## config.mk

```make
export PLATFORM = sky130hd
export DESIGN_NAME = trace_capture
export DESIGN_NICKNAME = d
export VERILOG_FILES = /design/src/rtl/trace_capture.sv
export SDC_FILE = /design/constraint.sdc
export NUM_CORES = 1
export LEC_CHECK = 0
export CORE_MARGIN = 3
export CORE_UTILIZATION = 50
export CTS_CLUSTER_SIZE = 12
export DETAILED_ROUTE_END_ITERATION = 8
export PLACE_DENSITY_LB_ADDON = 0.15
export SLEW_MARGIN = 0
export SYNTH_ARGS = -nofsm -noshare
export SYNTH_HDL_FRONTEND = slang
export SYNTH_SLANG_ARGS = --single-unit
export TNS_END_PERCENT = 5
```

## constraint.sdc

```tcl
create_clock -name clk -period 2.6 [get_ports clk]
set_input_delay 0.52 -clock clk [delete_from_list [all_inputs] [get_ports clk]]
set_output_delay 0.52 -clock clk [all_outputs]
set_load 0.1 [all_outputs]
```

## src/rtl/trace_capture.sv

```systemverilog
// Triggered logic-analyser style capture buffer: records probe samples into a
// circular buffer around a masked trigger match and offers indexed readout.
module trace_capture #(
  parameter int WIDTH = 8,
  parameter int DEPTH = 16,
  parameter int POST  = 4,
  localparam int AW   = $clog2(DEPTH)
) (
  input  logic             clk,
  input  logic             rst_n,
  input  logic             arm,
  input  logic             abort,
  input  logic [WIDTH-1:0] probe,
  input  logic [WIDTH-1:0] trig_value,
  input  logic [WIDTH-1:0] trig_mask,
  input  logic             rd_en,
  input  logic [AW-1:0]    rd_addr,
  output logic [WIDTH-1:0] rd_data,
  output logic             rd_valid,
  output logic             busy,
  output logic             done,
  output logic [AW:0]      sample_count,
  output logic [AW-1:0]    trig_offset
);

  typedef enum logic [1:0] {IDLE, ARMED, TRIGGERED, DONE} state_t;

  state_t           state_reg;
  logic [AW-1:0]    wptr_reg;
  logic [AW-1:0]    trig_ptr_reg;
  logic [AW-1:0]    post_cnt_reg;
  logic [WIDTH-1:0] mem [DEPTH];

  logic             capturing;
  logic             match;
  logic             wr_en;
  logic [AW-1:0]    wptr_next;
  logic [AW:0]      count_next;
  logic [AW-1:0]    oldest;
  logic [AW-1:0]    trig_sel;
  logic [AW-1:0]    offset_next;
  logic [AW-1:0]    rd_ptr;

  always_comb begin
    capturing   = (state_reg == ARMED) || (state_reg == TRIGGERED);
    match       = ((probe ^ trig_value) & trig_mask) == '0;
    wr_en       = capturing && !abort;
    wptr_next   = wptr_reg + 1'b1;
    count_next  = (sample_count == (AW+1)'(DEPTH)) ? sample_count : sample_count + 1'b1;
    oldest      = wptr_reg - sample_count[AW-1:0];
    rd_ptr      = oldest + rd_addr;
    // On the DONE transition the trigger pointer is either the sample being
    // written now (POST == 0) or the one recorded earlier.
    trig_sel    = (state_reg == ARMED) ? wptr_reg : trig_ptr_reg;
    offset_next = trig_sel - (wptr_next - count_next[AW-1:0]);
  end

  always_ff @(posedge clk) begin
    if (wr_en)
      mem[wptr_reg] <= probe;
  end

  always_ff @(posedge clk or negedge rst_n) begin
    if (!rst_n) begin
      state_reg    <= IDLE;
      wptr_reg     <= '0;
      trig_ptr_reg <= '0;
      post_cnt_reg <= '0;
      rd_data      <= '0;
      rd_valid     <= 1'b0;
      busy         <= 1'b0;
      done         <= 1'b0;
      sample_count <= '0;
      trig_offset  <= '0;
    end else begin
      rd_valid <= 1'b0;
      rd_data  <= '0;
      if (rd_en && state_reg == DONE) begin
        rd_valid <= 1'b1;
        if ({1'b0, rd_addr} < sample_count)
          rd_data <= mem[rd_ptr];
      end

      if (abort) begin
        state_reg <= IDLE;
        busy      <= 1'b0;
        done      <= 1'b0;
      end else begin
        case (state_reg)
          IDLE, DONE: begin
            if (arm) begin
              state_reg    <= ARMED;
              wptr_reg     <= '0;
              sample_count <= '0;
              trig_offset  <= '0;
              busy         <= 1'b1;
              done         <= 1'b0;
            end
          end
          ARMED: begin
            wptr_reg     <= wptr_next;
            sample_count <= count_next;
            if (match) begin
              trig_ptr_reg <= wptr_reg;
              post_cnt_reg <= '0;
              if (POST == 0) begin
                state_reg   <= DONE;
                busy        <= 1'b0;
                done        <= 1'b1;
                trig_offset <= offset_next;
              end else begin
                state_reg <= TRIGGERED;
              end
            end
          end
          TRIGGERED: begin
            wptr_reg     <= wptr_next;
            sample_count <= count_next;
            if (post_cnt_reg == AW'(POST - 1)) begin
              state_reg   <= DONE;
              busy        <= 1'b0;
              done        <= 1'b1;
              trig_offset <= offset_next;
            end else begin
              post_cnt_reg <= post_cnt_reg + 1'b1;
            end
          end
          default: state_reg <= IDLE;
        endcase
      end
    end
  end

endmodule

```

; Yosys cells after proc, flatten, opt, wreduce, memory -nomap -nowiden
; Memory sizes are Yosys's and may differ from the RTL's.
; Cells that the tools add are included.
; Widths: inputs -> output; s select.
[totals]
word_cells = 83
reg_bits = 34
rom_bits = 0
inputBits = 33
n_memories = 1
output_inout_bits = 20
latchBits = 0
mem_bits_rw = 128
[mem_list]
columns = memory, depth, width, rd, rd_clocked_by_memory_dff, write_ports, line_no
row1 = mem, 16, 8, 1, 0, 1, 32  ; logic [WIDTH-1:0] mem [DEPTH];
[op_classes]
reduce_logical = 18
n_shift = 0
mul = 0
order_cmp = 1
n_eq_ne = 13
muxes = 29
n_div = 0
bitwise = 3
addsub = 7
[op_table]
columns = cell, n
row1 = $pmux 4 s2, 3
row2 = $mux 4, 5
row3 = $mux 8, 2
row4 = $reduce_and 3->1, 4
row5 = $sub 4x4->4, 3
row6 = $mux 5, 2
row7 = $pmux 5 s2, 1
row8 = $mux 1, 9
row9 = $add 4x1->4 const B, 2
row10 = $and 8x8->8, 1
row11 = $logic_not 8->1, 1
row12 = $mux 2, 4
row13 = $ne 2x2->1 const B, 4
row14 = $reduce_and 4->1, 2
row15 = $xor 8x8->8, 1
row16 = $ne 3x3->1 const B, 2
row17 = $pmux 2 s3, 1
row18 = $add 5x1->5 const B, 1
row19 = $eq 5x5->1 const B, 1
row20 = $lt 4x5->1, 1
row21 = $add 4x4->4, 1
row22 = $eq 2x2->1 const B, 2
row23 = $eq 4x2->1 const B, 1
row24 = $pmux 1 s2, 2
row25 = 12 further kinds, 15

; Longest topological paths before layout
; Gate-level depths: netlist (run 1).
[depth]
depth_word = 6
ltp_mapped = 12
mapped_depth_nobuf = 12

; Worst setup path after synthesis (run 1)
; No wires, ideal clock.
[synth_timing]
path_type = flip-flop to flip-flop
startpoint = register sample_count[0]
endpoint = register trig_offset[3]
arrival_time_ns = 3.294
period_less_slack_ns = 3.416
slack_ns = -0.816
setup_time_ns = 0.122
required_ns = 2.478
n_path_buf = 0
path_stages_with_launch = 13
path_cell_list = dfrtp_1 > inv_1 > ha_1 > nand3_1 > mux2i_1 > fa_1 > inv_1 > ha_1 > a21o_1 > a21oi_1 > xnor2_1 > xnor2_1 > a22o_1
[synth_via]
elab_chain_cells = 6
word_cells_on_any_way = 7
classes_between = add/sub (3) / eq/ne (1) / mux (3)
[synth_rtl]
columns = item, line_no
row1 = "start, declared", 22  ; output logic [AW:0] sample_count,
row2 = "start signal, assigned", 102  ; sample_count <= count_next;
row3 = "start signal, assigned", 118  ; sample_count <= count_next;
row4 = $add 5x1->5 or $eq 5x5->1 (tied branches), 49  ; count_next = (sample_count == (AW+1)'(DEPTH)) ? sample_count : sample_count + 1'b1;
row5 = $mux 5 *, 49
row6 = $sub 4x4->4 * (2 in series), 55  ; offset_next = trig_sel - (wptr_next - count_next[AW-1:0]);
row7 = $mux 4 *, 119  ; if (post_cnt_reg == AW'(POST - 1)) begin
row8 = $pmux 4 s2 *, 89  ; case (state_reg)
row9 = "end signal, assigned", 110  ; trig_offset <= offset_next;
row10 = "end signal, assigned", 123  ; trig_offset <= offset_next;
row11 = "end, declared", 23  ; output logic [AW-1:0] trig_offset
; Every way passes the cells marked *; elsewhere a longest branch is shown, timed or not. The select of a mux whose other input is x is not followed.
; A chain may end at the register's enable or synchronous reset.

; Worst setup path after layout (run 1)
[layout_timing]
startpoint = register sample_count[1]
endpoint = register trig_offset[3]
; The elaborated chain is that of the path after synthesis.

==> results of run 1 <==
-- per-layer routing --
layer | share of wire (%) | routed length (um) | global-route usage, %
met1 | 42 | 6570 | 26.3
met2 | 52 | 8130 | 36.4
met5 | 0 | 0 | 0
met3 | 4.2 | 656 | 4.76
met4 | 1.9 | 301 | 6.69
-- cells by family (layout without fill, tap and decap cells) --
logic type / after synthesis / in the layout / share of synthesized area (%)
DFF: 162 / 162 / 64.3
muxes: 65 / 65 / 14.6
AOI/OAI and AO/OA: 49 / 49 / 4.76
and+or+nand+nor: 69 / 69 / 5.26
xor gates and xnor gates: 23 / 23 / 3.12
adders and majority gates: 27 / 27 / 5.24
buffers and inverters: 39 / 169 / 2.71
-- final cells by class --
class	count	area (um^2)
Clock buffer	20	457
Clock inverter	12	106
Fill cell	987	4910
Inverter	24	95.1
Multi-Input combinational cell	233	2580
Sequential cell	162	4710
Tap cell	180	225
Timing Repair Buffer	113	1010
-- synthesized netlist by cell type, types with 4 or more instances --
library cell | number | area, um^2
nand3_1 | 8 | 40.0
ha_1 | 21 | 263
xnor2_1 | 7 | 61.3
o22ai_1 | 5 | 31.3
a21oi_1 | 9 | 45.0
mux2i_1 | 21 | 210
o21ai_0 | 7 | 35.0
dfrtp_1 | 34 | 851
nand2_1 | 9 | 33.8
a22oi_1 | 4 | 30.0
clkbuf_1 | 5 | 18.8
buf_2 | 4 | 20.0
a22o_1 | 5 | 43.8
mux4_2 | 32 | 721
mux2_2 | 12 | 135
xor2_1 | 14 | 123
and2_1 | 12 | 75.1
inv_1 | 23 | 86.3
fa_1 | 6 | 120
nor3_1 | 5 | 25.0
a211oi_1 | 8 | 60.1
edfxtp_1 | 128 | 3840
a21o_1 | 5 | 37.5
nor2_1 | 10 | 37.5
nand2b_1 | 5 | 31.3
and3_1 | 6 | 37.5
-- power by group through the flow --
stage	combinational [mW]	clock (mW)	sequential (mW)
6_report	8.08	2.38	3.18
5_1_grt	8.69	2.52	3.21
2_1_floorplan	4.91	0	3.63
4_1_cts	8.12	2.41	3.18
3_3_place_gp	7.05	0	3.21
3_5_place_dp	7.16	0	3.23
-- worst max-delay path, stage by stage (launching register included) --
cell and delay [ns]:
dfrtp_4 0.49, buf_6 0.14, inv_4 0.05, ha_4 0.14, nand3_4 0.09, mux2i_4 0.20
fa_1 0.49, inv_1 0.06, ha_1 0.27, a21o_1 0.17, a21oi_2 0.12, xnor2_1 0.14
xnor2_1 0.09, a22o_1 0.20
-- timing repair --
action / CTS / global route
buffers inserted: 2 / 0
resized for setup: 27 / 1
cloned: 0 / 0
setup endpoints to repair: 10 / 10
pin swaps: 9 / 2
hold endpoints to repair: 0 / 0
-- stage by stage --
stage	instances	setup TNS [ns]	utilization, %	area (um^2)
global placement	710	-6.90	59.8	8440
global route	744	-1.75	65.2	9180
floorplan	434	-1.35	-	7360
finish	744	-0.911	65.2	9180
CTS	744	-0.963	65.1	9170
detailed placement	710	-7.85	59.8	8440
-- final timing paths --
kind	start	to	slack, ns
worst max-delay path	sample_count[1]	trig_offset[3]	-0.16
max in group asynchronous	rst_n	sample_count[0]	1.79
worst min-delay path	rst_n	trig_offset[1]	0.20
worst max register to register	sample_count[1]	trig_offset[3]	-0.16
min in group clk	trig_ptr_reg[0]	trig_ptr_reg[0]	0.51
worst min register to register	trig_ptr_reg[0]	trig_ptr_reg[0]	0.51
==> flow_results.org, run 1 <==
** Status
- The flow ran to the end, but the final reports show violations.
- Violations in the final reports :: negative setup slack

** Timing
- The total count of hold-check failures in the final report is 0.
- Worst-case setup margin in the final layout :: -0.162 ns
- After layout, the minimum clock period comes to 2.76 ns.
- At the pin with the least slew margin, the transition time is 0.837 ns.
- Highest clock frequency the design can meet :: 0.362 GHz
- Setup repair after global routing could not meet its margin everywhere.
- Slew margin rel. :: 44.2%
- Final Setup Violations :: 9
- Worst clock skew :: 0.00857 ns
- After layout, the worst path uses 106% of the clock period.
- Worst Hold Slack :: 0.198 ns
- Final count of pins violating max slew :: 0

** Clock tree
- TritonCTS clock tree :: done
- In this run, CTS created clock tree buffers numbering 17.
- CTS Root Cell :: clkbuf_16
- Clock sink total :: 162
- Worst-path clk slew :: 0.06 ns
- Number of levels in the clock H-tree :: 4
- Worst skew pair latency :: 0.42 ns
- Hold-fix buffers at CTS :: 0
- Maximum buffer depth of the clock tree :: 2

** Floorplanning
- The total area inside the core boundary comes to 0.0141 mm^2.
- Die span in y :: 127 um
- In this run the horizontal extent of the chip is 127 um.
- The die covers 0.0161 mm^2.
- I/O pin cnt :: 53
- # rows :: 43
- The initial utilization of the core area, before any placement, comes to 51.8%.

** Power
- Power spread over the standard cell area amounts to 1490 mW/mm^2.
- Switching Share :: 36.6%
- Internal power :: 8.65 mW
- Sequential cells burn 23.3% of the power.
- Switching power total :: 4.99 mW
- In this run, the combinational gates consume 59.3% of the power.
- Leakage power :: 3.50 nW
- Part of the power in the clock network :: 17.4%
- Maximum resistive drop on vdd :: 0.00110 V
- Post-layout power :: 13.6 mW

** Setup path
- In this run the worst path has a maximum fanout of 5.
- Counting cells, the worst reg-to-reg path comes to 13.
- STA puts the critical path data arrival time at 3.07 ns.
- STA puts the critical path data required time at 2.91 ns.
- The setup path with the least slack is of type reg -> reg.
- The worst setup path is launched from a flop.
- Crit path capture type :: flop

** Global routing
- Number of global-route vias before repair :: 4,518
- Global-route wire length before repair :: 25.2 mm
- Summed over all layers, the global routing overflow is 0.
- For this run, the total global-route usage over all layers was measured as 21.0%.
- The number of antenna violations at the first check in global routing was 0.
- Pin count of the biggest net entering global routing :: 35

** Route
- Detailed-routing iteration count for the pre-antenna-repair pass :: 4
- Routed vias :: 4,095
- The detailed router finished its first iteration with 306 violations.
- Detailed-route DRC error count :: 0
- In this run the remaining antenna-violating nets after routing total 0.
- The final layout contains routed wiring with a total length of 15.7 mm.
- Detail-routed via count per cell :: 5.50
- Dividing the detail-routed wire length by the instance count gives 21.0 um.

** Logic synthesis
- Synthesis inferred 162 register bits.
- Number of warnings reported in the yosys synthesis log :: 0
- Counting every instance in the synthesized netlist gives 434.
- Sequential cells were found to cover 64.3% of the synthesized design area.
- Most used DFF post-synth :: edfxtp_1
- The number of nets handed over by synthesis was 494.
- In the synthesized netlist the async set-or-reset flop fraction comes to 21.0%.
- Post-synthesis area per instance :: 16.8 um^2
- In this run the cell area of the synthesized design comes to 0.00730 mm^2.
- Number of synthesized flops with an enable pin :: 128
- The number of different library cells used by synthesis comes to 48.

** Finish
- Max FFs per register :: 128
- The repair_antennas step left the layout with diodes totalling 0.
- The area growth from synthesis to layout is 25.8%.
- Top reg by flops :: mem
- Leaving out fill and tap cells, the most frequent cell in the layout is edfxtp_1.
- Commonest cells after routing, fill and taps aside :: edfxtp_1 (128), buf_4 (72), mux4_2 (32)
- Of the cells placed in the final design, the portion with a size suffix greater than 1 is 34.0%.
- Number of nets at the end of the flow :: 611
- The largest registers in the layout are mem (128), rd_data (8), sample_count (5).

** Min path
- The tightest min-delay check is of the in -> async type.

** Run
- Max_cap viols :: 0

** Placed design
- Placement Setup Slack :: -0.971 ns
- Routability-driven placement finished with a final weighted congestion of 0.778.
- Input and output buffers added on the ports amount to 52.
- Post-DP HPWL :: 11.2 mm
No activity file was read; power rests on OpenSTA's default activity.
==> run 2: changes to the inputs <==
--- a/config.mk
+++ b/config.mk
@@ -9,7 +9,7 @@
 export CORE_UTILIZATION = 50
 export CTS_CLUSTER_SIZE = 12
 export DETAILED_ROUTE_END_ITERATION = 8
-export PLACE_DENSITY_LB_ADDON = 0.15
+export PLACE_DENSITY_LB_ADDON = 0.1
 export SLEW_MARGIN = 0
 export SYNTH_ARGS = -nofsm -noshare
 export SYNTH_HDL_FRONTEND = slang
==> flow_results.org, run 2 (synthesis results as in run 1) <==
** Status
- Run status :: finished with violations
- The checks that failed: negative setup slack.

** Timing
- The total count of hold-check failures in the final report came to 0 (unchanged).
- Pin slew with the least headroom to its limit :: 0.483 ns (-0.354 ns)
- Final period util :: 109% (+2.4 points)
- The setup TNS came to -1.65 ns (-0.744 ns).
- The least setup slack across all paths after layout was -0.224 ns (-0.0618 ns).
- Final Setup Violations :: 9 (unchanged)
- Slew margin rel. :: 67.7% (+24 points)
- The clock tree skew after final layout is 0.00656 ns (-0.00200 ns).
- Final count of pins violating max slew :: 0 (unchanged)
- Setup repair after global routing missed its margin :: yes
- Highest clock frequency the design can meet :: 0.354 GHz (-2.2%)
- Minimum period implied by the final worst setup slack :: 2.82 ns (+0.0618 ns)

** Floorplanning
- The number of top-level design ports came to 53 (unchanged).
- Die Wd :: 127 um (unchanged)
- Die span in y :: 127 um (unchanged)
- The starting density of the core came to 51.8% (unchanged).
- The die area came to 0.0161 mm^2 (unchanged).
- # rows :: 43 (unchanged)
- Core outline area :: 0.0141 mm^2 (unchanged)

** Setup path
- Among all stages on the critical path, the largest delay is contributed by fa_2.
- Delay of the slowest critical-path stage :: 0.62 ns (+0.13 ns)
- The endpoint identified for the worst register-to-register timing path is rd_data[6].
- The worst setup path is launched from a flop.
- Data required time at the worst endpoint :: 2.89 ns (-0.02 ns)
- CP arrival :: 3.11 ns (+0.04 ns)
- Crit Reg-Reg Startpoint :: sample_count[1]
- The number of stages on the worst setup path was 9 (-4).
- Crit path capture type :: flop
- Internal reg-to-reg setup slack :: -0.22 ns (-0.06 ns)
- The count of buffering cells on the critical path with inverters included was 3 (unchanged).
- Crit-path max FO :: 9 (+4)
- The critical path is of the reg -> reg type.
- The count of cells along the worst register-to-register path is 9 (-4).
- Cell type group with the largest total delay on the critical path :: adder cells
- Cell breakdown of the critical path :: fa_1 > inv_2 > fa_2 > buf_12 > buf_6 > mux4_2 > mux2i_2 > mux2_4 > a211oi_2

** Power
- The internal cell power came to 9.09 mW (+5.2%).
- Leakage power :: 3.54 nW (+1.1%)
- Comb pwr share :: 62.3% (+3.0 points)
- Power per unit of standard cell area :: 1560 mW/mm^2 (+4.9%)
- The fraction of power consumed by the clock network came to 15.6% (-1.8 points).
- The power share of the sequential group is 22.1% (-1.2 points).
- Switching Share :: 37.2% (+0.54 points)
- The switching power came to 5.38 mW (+7.6%).
- The worst vdd rail ir drop was 0.000826 V (-25%).
- The power consumption is 14.5 mW (+6.1%).

** Finish
- The antenna diode count is 0 (unchanged).
- Share of post-route cells with drive strength above 1 :: 36.0% (+1.9 points)
- Top reg by flops :: mem
- The number of nets in the final layout was 625 (+2.3%).
- The number of flip-flops in the largest register is 128 (unchanged).
- Leaving out fill and tap cells, the most frequent cells in the layout are edfxtp_1 (128), buf_4 (84), mux4_2 (32).
- Registers with the most flip-flops :: mem (128), rd_data (8), sample_count (5)
- Relative to the synthesized area, the layout overhead comes to 27.2%.
- The library cell used most frequently in the layout, excluding fill and tap cells, is edfxtp_1.
- The filler cell count in the final layout came to 1,019 (+3.2%).

** Clock tree
- Worst-path clk slew :: 0.06 ns (about the same)
- TritonCTS built the clock tree.
- The clock insertion delay at the later pin of the skew report came to 0.43 ns (about the same).
- The root buffer cell chosen for the clock tree is clkbuf_16.
- The clock buffer count from CTS came to 17 (unchanged).
- The number of sinks on the clock net came to 162 (unchanged).
- Number of levels in the clock H-tree :: 4 (unchanged)
- The deepest clock path buffer count is 2 (unchanged).

** Route
- Routed vias :: 4,221 (+3.1%)
- The detail-routed net length per standard cell is 20.8 um (-0.99%).
- Post-route antenna net violation count :: 0 (unchanged)
- Detailed-routing iteration count for the pre-antenna-repair pass :: 4 (unchanged)
- Detailed-route DRC error count :: 0 (unchanged)
- The number of DRC violations after detailed-routing iteration 0 was 389 (+27%).
- Post-detailed-routing wire length :: 15.8 mm (+0.87%)
- The average vias per placed instance came to 5.57 (+1.2%).

** Placed design
- The number of buffers inserted by port buffering was 52 (unchanged).
- Post-DP HPWL :: 11.0 mm (-2.1%)
- The final RePlAce weighted congestion came to 0.807 (+3.6%).

** Global routing
- The maximum number of pins on one net before global-route repair is 35 (unchanged).
- Number of global-route vias before repair :: 4,308 (-4.6%)
- Global-route wire length before repair :: 25.3 mm (+0.11%)
- The aggregate global-route resource usage came to 21.3% (+0.27 points).
- The overflow left after global routing came to 0 (unchanged).
- Initial antenna violation count :: 0 (unchanged)

** Run
- The number of violations of the max-capacitance limit came to 0 (unchanged).

** Min path
- In this run the worst hold path is classified as in -> async.
[run 2: worst reg2reg max path, delay by kind of cell, from the launching register on]
family	cells	cell delay [ns]
buf+inv	3	0.32
flops	1	0.49
mux	3	0.66
compound gates	1	0.04
fa+ha+maj	2	1.18
[run 2: worst max-delay path by stage]
stage                     from    endpoint  slack [ns]
5_1_grt        sample_count[1]  rd_data[6]       -0.31
4_1_cts        sample_count[1]  rd_data[5]       -0.27
3_5_place_dp        rd_addr[2]  rd_data[4]       -0.88
6_report       sample_count[1]  rd_data[6]       -0.22
2_1_floorplan  sample_count[0]  rd_data[1]       -0.15
3_3_place_gp        rd_addr[1]  rd_data[4]       -0.92
[run 2: area by class of cell]
class | instances | area, um^2 | area share, %
clock buffers | 19 | 433 | 4.66
clock inverters | 13 | 103 | 1.10
inverters | 24 | 95.1 | 1.02
multi-input cells | 233 | 2590 | 27.9
flip-flops and latches | 162 | 4710 | 50.7
well taps | 180 | 225 | 2.43
repair buffers | 127 | 1130 | 12.2
[run 2: metal layers]
metal / part of all wire (%) / GRT usage (%)
met5: 0 / 0
met4: 1.6 / 6.88
met3: 6.1 / 4.51
met2: 48 / 32.4
met1: 45 / 31.0
[run 2: per-stage QoR]
stage / util (%) / setup WS [ns] / cell area (um^2) / cells / hold WS (ns)
after floorplan: - / -0.153 / 7360 / 434 / 0.224
after global placement: 60.5 / -0.919 / 8530 / 720 / 0.490
after detailed placement: 60.5 / -0.880 / 8530 / 720 / 0.496
after CTS: 65.5 / -0.268 / 9230 / 760 / 0.509
after global routing: 65.9 / -0.306 / 9290 / 758 / 0.532
final: 65.9 / -0.224 / 9290 / 758 / 0.507
[run 2: timing repair]
item,CTS,global route
gates cloned,1,0
buffers inserted,7,0
pin swaps,3,12
resized for setup,16,20
endpoints found under the setup margin,11,11
hold buffers,0,0
[run 2: power by group through the flow]
stage               sequential, mW  clock (mW)  combinational, mW
detailed placement            3.24           0               7.55
finish                        3.19        2.26               9.01
global placement              3.23           0               7.50
floorplan                     3.63           0               4.91
CTS                           3.19        2.30               8.74
global route                  3.22        2.43               9.64
==> variant 1: new RTL, settings of run 2 <==
Register the output `sample_count` once more, with the module's reset; this adds one clock of latency there. The other outputs are not delayed to match.
--- a/src/rtl/trace_capture.sv
+++ b/src/rtl/trace_capture.sv
@@ -25,6 +25,8 @@
 
   typedef enum logic [1:0] {IDLE, ARMED, TRIGGERED, DONE} state_t;
 
+  logic [AW:0] sample_count_s0;
+
   state_t           state_reg;
   logic [AW-1:0]    wptr_reg;
   logic [AW-1:0]    trig_ptr_reg;
@@ -46,8 +48,8 @@
     match       = ((probe ^ trig_value) & trig_mask) == '0;
     wr_en       = capturing && !abort;
     wptr_next   = wptr_reg + 1'b1;
-    count_next  = (sample_count == (AW+1)'(DEPTH)) ? sample_count : sample_count + 1'b1;
-    oldest      = wptr_reg - sample_count[AW-1:0];
+    count_next  = (sample_count_s0 == (AW+1)'(DEPTH)) ? sample_count_s0 : sample_count_s0 + 1'b1;
+    oldest      = wptr_reg - sample_count_s0[AW-1:0];
     rd_ptr      = oldest + rd_addr;
     // On the DONE transition the trigger pointer is either the sample being
     // written now (POST == 0) or the one recorded earlier.
@@ -70,14 +72,14 @@
       rd_valid     <= 1'b0;
       busy         <= 1'b0;
       done         <= 1'b0;
-      sample_count <= '0;
+      sample_count_s0 <= '0;
       trig_offset  <= '0;
     end else begin
       rd_valid <= 1'b0;
       rd_data  <= '0;
       if (rd_en && state_reg == DONE) begin
         rd_valid <= 1'b1;
-        if ({1'b0, rd_addr} < sample_count)
+        if ({1'b0, rd_addr} < sample_count_s0)
           rd_data <= mem[rd_ptr];
       end
 
@@ -91,7 +93,7 @@
             if (arm) begin
               state_reg    <= ARMED;
               wptr_reg     <= '0;
-              sample_count <= '0;
+              sample_count_s0 <= '0;
               trig_offset  <= '0;
               busy         <= 1'b1;
               done         <= 1'b0;
@@ -99,7 +101,7 @@
           end
           ARMED: begin
             wptr_reg     <= wptr_next;
-            sample_count <= count_next;
+            sample_count_s0 <= count_next;
             if (match) begin
               trig_ptr_reg <= wptr_reg;
               post_cnt_reg <= '0;
@@ -115,7 +117,7 @@
           end
           TRIGGERED: begin
             wptr_reg     <= wptr_next;
-            sample_count <= count_next;
+            sample_count_s0 <= count_next;
             if (post_cnt_reg == AW'(POST - 1)) begin
               state_reg   <= DONE;
               busy        <= 1'b0;
@@ -131,5 +133,13 @@
     end
   end
 
+  always_ff @(posedge clk or negedge rst_n) begin
+    if (!rst_n) begin
+      sample_count <= '0;
+    end else begin
+      sample_count <= sample_count_s0;
+    end
+  end
+
 endmodule
 
Formal check against the unedited RTL: not equivalent (Yosys sat finds a counterexample within 4 cycles, from zero or initial values and one cycle with rst_n low).
==> variant 1 against run 2 <==
The run still ends with setup timing left; worst setup slack gained 0.062 ns; die area increased by 1.6%; critical path type unchanged; fmax rose by 2.2%; worst hold slack lost 0.26 ns; sequential cell count up 5; wire length up 3.7%; design area grew 2.3%; total power is 0.30% lower; global-route usage up 0.43 points; critical endpoint is now rd_data[1]$_DFF_PN0_; sequential share of layout area up 0.057 points; synthesized area grew 1.6%; non-clock buffer count is 7 lower.
==> variant 1: results (changes against run 2) <==
| Metric | Value |
|---|---|
| Synth Area in Compound Gates | `0.0435 (-0.00414)` |
| Layout cells sized above 1 | `0.350 (-0.0103)` |
| Setup TNS | `-1.16 ns (+0.496 ns)` |
| Synth area leaders | `edfxtp_1 52%, dfrtp_1 13%, mux4_2 9.7%` |
| Post-synth ARST share | `0.234 (+0.0237)` |
| Reg-to-reg endpoint | `rd_data[1]$_DFF_PN0_` |
| Hpwl dp | `10.9 mm (-1.0%)` |
| Mapped Cells | `439 (+1.2%)` |
| Status | `finished with violations` |
| Clk_skew | `0.00836 ns (+0.00180 ns)` |
| Final RePlAce weighted congestion | `0.814 (+0.97%)` |
| Bufs on Longest Clock Path | `2 (unchanged)` |
| Gr usage total | `0.217 (+0.00429)` |
| Synth Area in Adders | `0.0516 (-0.000840)` |
| Final wirelength | `16.4 mm (+3.7%)` |
| Worst R2R Path Depth | `10 (+1)` |
| Setup-failing EPs final | `9 (unchanged)` |
| # nets final | `623 (-0.32%)` |
| Largest net degree at the start of global routing | `40 (+14%)` |
| Register share of total power | `0.223 (+0.002)` |
| Setup WS post-layout | `-0.162 ns (+0.0620 ns)` |
| Leakage | `3.67 nW (+3.7%)` |
| Drt initial violations | `380 (-2.3%)` |
| Comb power frac | `0.605 (-0.018)` |
| Global-route wire length before repair | `25.8 mm (+2.3%)` |
| Max incr delay on CP | `0.57 ns (-0.05 ns)` |
| CP Launch Point | `sample_count_s0[1]$_DFFE_PN0P_` |
| TritonCTS buffer count | `17 (unchanged)` |
| Avg Vias per Cell | `5.61 (+0.68%)` |
| CP max FO | `5 (-4)` |
| Post-synthesis mux area share | `0.151 (+0.00457)` |
| Final Power | `14.4 mW (-0.30%)` |
| Top post-synthesis cells by count | `128 x edfxtp_1, 39 x dfrtp_1, 32 x mux4_2` |
| Syn Nets | `499 (+1.0%)` |
| Violated checks | `setup timing` |
| Final cell count without fillers | `755 (-0.40%)` |
| Top flop regs | `mem (128), rd_data (8)` |
| Synth Area in XOR/XNOR | `0.0307 (-0.000500)` |
| Placed cell area | `0.00854 mm² (+0.15%)` |
-- variant 1: changes by cell type after synthesis, sizes merged, moves of 2 or more --
cell,before,now
nand3,8,5
clkbuf,5,7
nor3,5,3
o31ai,2,0
mux2i,21,25
a21oi,9,11
o21bai,0,2
buf,10,8
or2,3,1
a41oi,2,0
dfrtp,34,39
-- variant 1: cell type report --
| class | count | area, µm² |
|---|---|---|
| inverter | 25 | 93.8 |
| sequential | 167 | 4820 |
| clock inverter | 14 | 160 |
| multi-input combinational | 232 | 2620 |
| tap | 180 | 225 |
| clock buffer | 17 | 425 |
| fill | 1024 | 4710 |
| timing repair buffer | 120 | 1150 |
-- variant 1: routing by layer --
metal	share of wire	global-route usage	vias up
met5	0	0	-
met4	0.015	0.0724	0
met3	0.066	0.0446	19
met2	0.50	0.351	125
met1	0.42	0.298	2161
li1	-	-	1928
-- variant 1: timing repair --
item | CTS | global route
gates cloned | 4 | 0
resized for setup | 33 | 3
endpoints found under the setup margin | 9 | 10
pin swaps | 15 | 1
setup buffers | 9 | 0
==> variant 2: new RTL, config.mk and constraints of run 2 <==
Made on the original files. `DEPTH`: 16 -> 32.
--- a/src/rtl/trace_capture.sv
+++ b/src/rtl/trace_capture.sv
@@ -2,7 +2,7 @@
 // circular buffer around a masked trigger match and offers indexed readout.
 module trace_capture #(
   parameter int WIDTH = 8,
-  parameter int DEPTH = 16,
+  parameter int DEPTH = 32,
   parameter int POST  = 4,
   localparam int AW   = $clog2(DEPTH)
 ) (
Interface: changed (resized rd_addr, sample_count and trig_offset); port bits go from 53 to 56. The function was not compared with the original's and may differ.
==> variant 2 against run 2 <==
The flow still finishes with violations (setup timing); total power rose by 56%; fmax fell by 4.5%; sequential cell count rose by 133; critical path depth rose by 1; wire length rose by 97%; clock power rose by 75%; sequential power rose by 72%; design area rose by 68%; synthesized area rose by 74%; worst hold slack got worse by 0.010 ns; non-clock buffer count rose by 35; worst setup slack got worse by 0.13 ns.
==> variant 2: results (changes against run 2) <==
| Metric | Value |
|---|---|
| Status | `finished with violations` |
| Violated checks | `setup timing` |
| Synth area leaders | `edfxtp_1 60%, mux4_2 9.7%, dfrtp_1 7.7%` |
| Setup WS post-layout | `-0.357 ns (-0.133 ns)` |
| H-Tree Depth | `1 (-3)` |
| Bufs on Longest Clock Path | `3 (+1)` |
| # nets final | `994 (+59%)` |
| ClkCell Share | `0.0577 (about the same)` |
| Clock buffer count | `43 (+24)` |
| Final RePlAce weighted congestion | `0.815 (+1.0%)` |
| Multi-input logic area | `0.00393 mm² (+52%)` |
| Number of synthesized flops with an enable pin | `256 (+100%)` |
| Buffers on Ports | `55 (+5.8%)` |
| CP max FO | `8 (-1)` |
| WHS | `0.497 ns (-0.0100 ns)` |
| Seq_cells | `295 (+82%)` |
| Setup-failing EPs final | `12 (+3)` |
| Metal2 WL | `15.6 mm (+110%)` |
| Post-synth ARST share | `0.132 (-0.0777)` |
| Worst R2R Path Depth | `10 (+1)` |
| Register area share after synthesis | `0.680 (+0.0371)` |
| Distinct cells, synth | `52 (+8.3%)` |
| TritonCTS buffer count | `31 (+14)` |
| Via count | `7400 (+75%)` |
| Layout cells sized above 1 | `0.304 (-0.0557)` |
| Post-place setup slack | `-1.07 ns (-0.187 ns)` |
| Inst Count DP | `1210 (+68%)` |
| Hold Path Class | `flop to flop` |
| Seq area share | `0.557 (+0.0501)` |
| Post-Route M1 WL | `12.4 mm (+75%)` |
| Number of global-route vias before repair | `7708 (+79%)` |
| Drt initial violations | `656 (+69%)` |
| Routed length on met3 | `2.00 mm (+110%)` |
| Final cell count without fillers | `1271 (+68%)` |
-- variant 2: cell count changes in the layout (fill, tap and decap cells not counted), sizes merged, moves of 24 or more --
cell    delta
nand3     +24
nand2     +77
edfxtp   +128
mux4      +32
nor2      +28
buf       +34
clkbuf    +24
-- variant 2: per-stage QoR --
stage / cell area [µm²] / setup TNS (ns) / power (mW)
2_1_floorplan: 12800 / -3.54 / 13.0
4_1_cts: 15500 / -3.32 / 22.7
6_report: 15600 / -3.22 / 22.6
3_3_place_gp: 14300 / -8.46 / 16.9
5_1_grt: 15600 / -4.12 / 23.7
3_5_place_dp: 14300 / -8.84 / 17.0
-- variant 2: cell families (layout without fill, tap and decap cells) --
group                    after synthesis  after routing  synth area share
flip-flops                           295            295             0.680
AND/OR/NAND/NOR                      188            188            0.0668
multiplexers                          75             75             0.125
AO/OA/AOI/OAI                         73             73            0.0408
buffers and inverters                 73            255            0.0292
adder cells (fa/ha/maj)               32             32            0.0361
XOR/XNOR                              29             29            0.0220
-- variant 2: repair_timing --
action / 4_1_cts / 5_1_grt
hold buffers: 1 / 0
endpoints found under the setup margin: 12 / 12
resized for setup: 36 / 14
setup buffers: 4 / 1
pin swaps: 15 / 6
hold endpoints to repair: 7 / 0
cloned: 3 / 0
-- variant 2: power by group through the flow --
stage	logic [mW]	registers (mW)	clock network (mW)
2_1_floorplan	6.86	6.09	0
3_3_place_gp	11.3	5.56	0
3_5_place_dp	11.4	5.57	0
4_1_cts	13.2	5.49	4.01
5_1_grt	14.0	5.51	4.22
6_report	13.2	5.49	3.95
-- variant 2: per-layer routing --
layer / GRT usage / vias up
met5: 0 / -
met4: 0.0709 / 0
met3: 0.0386 / 55
met2: 0.383 / 270
met1: 0.303 / 3827
li1: - / 3248
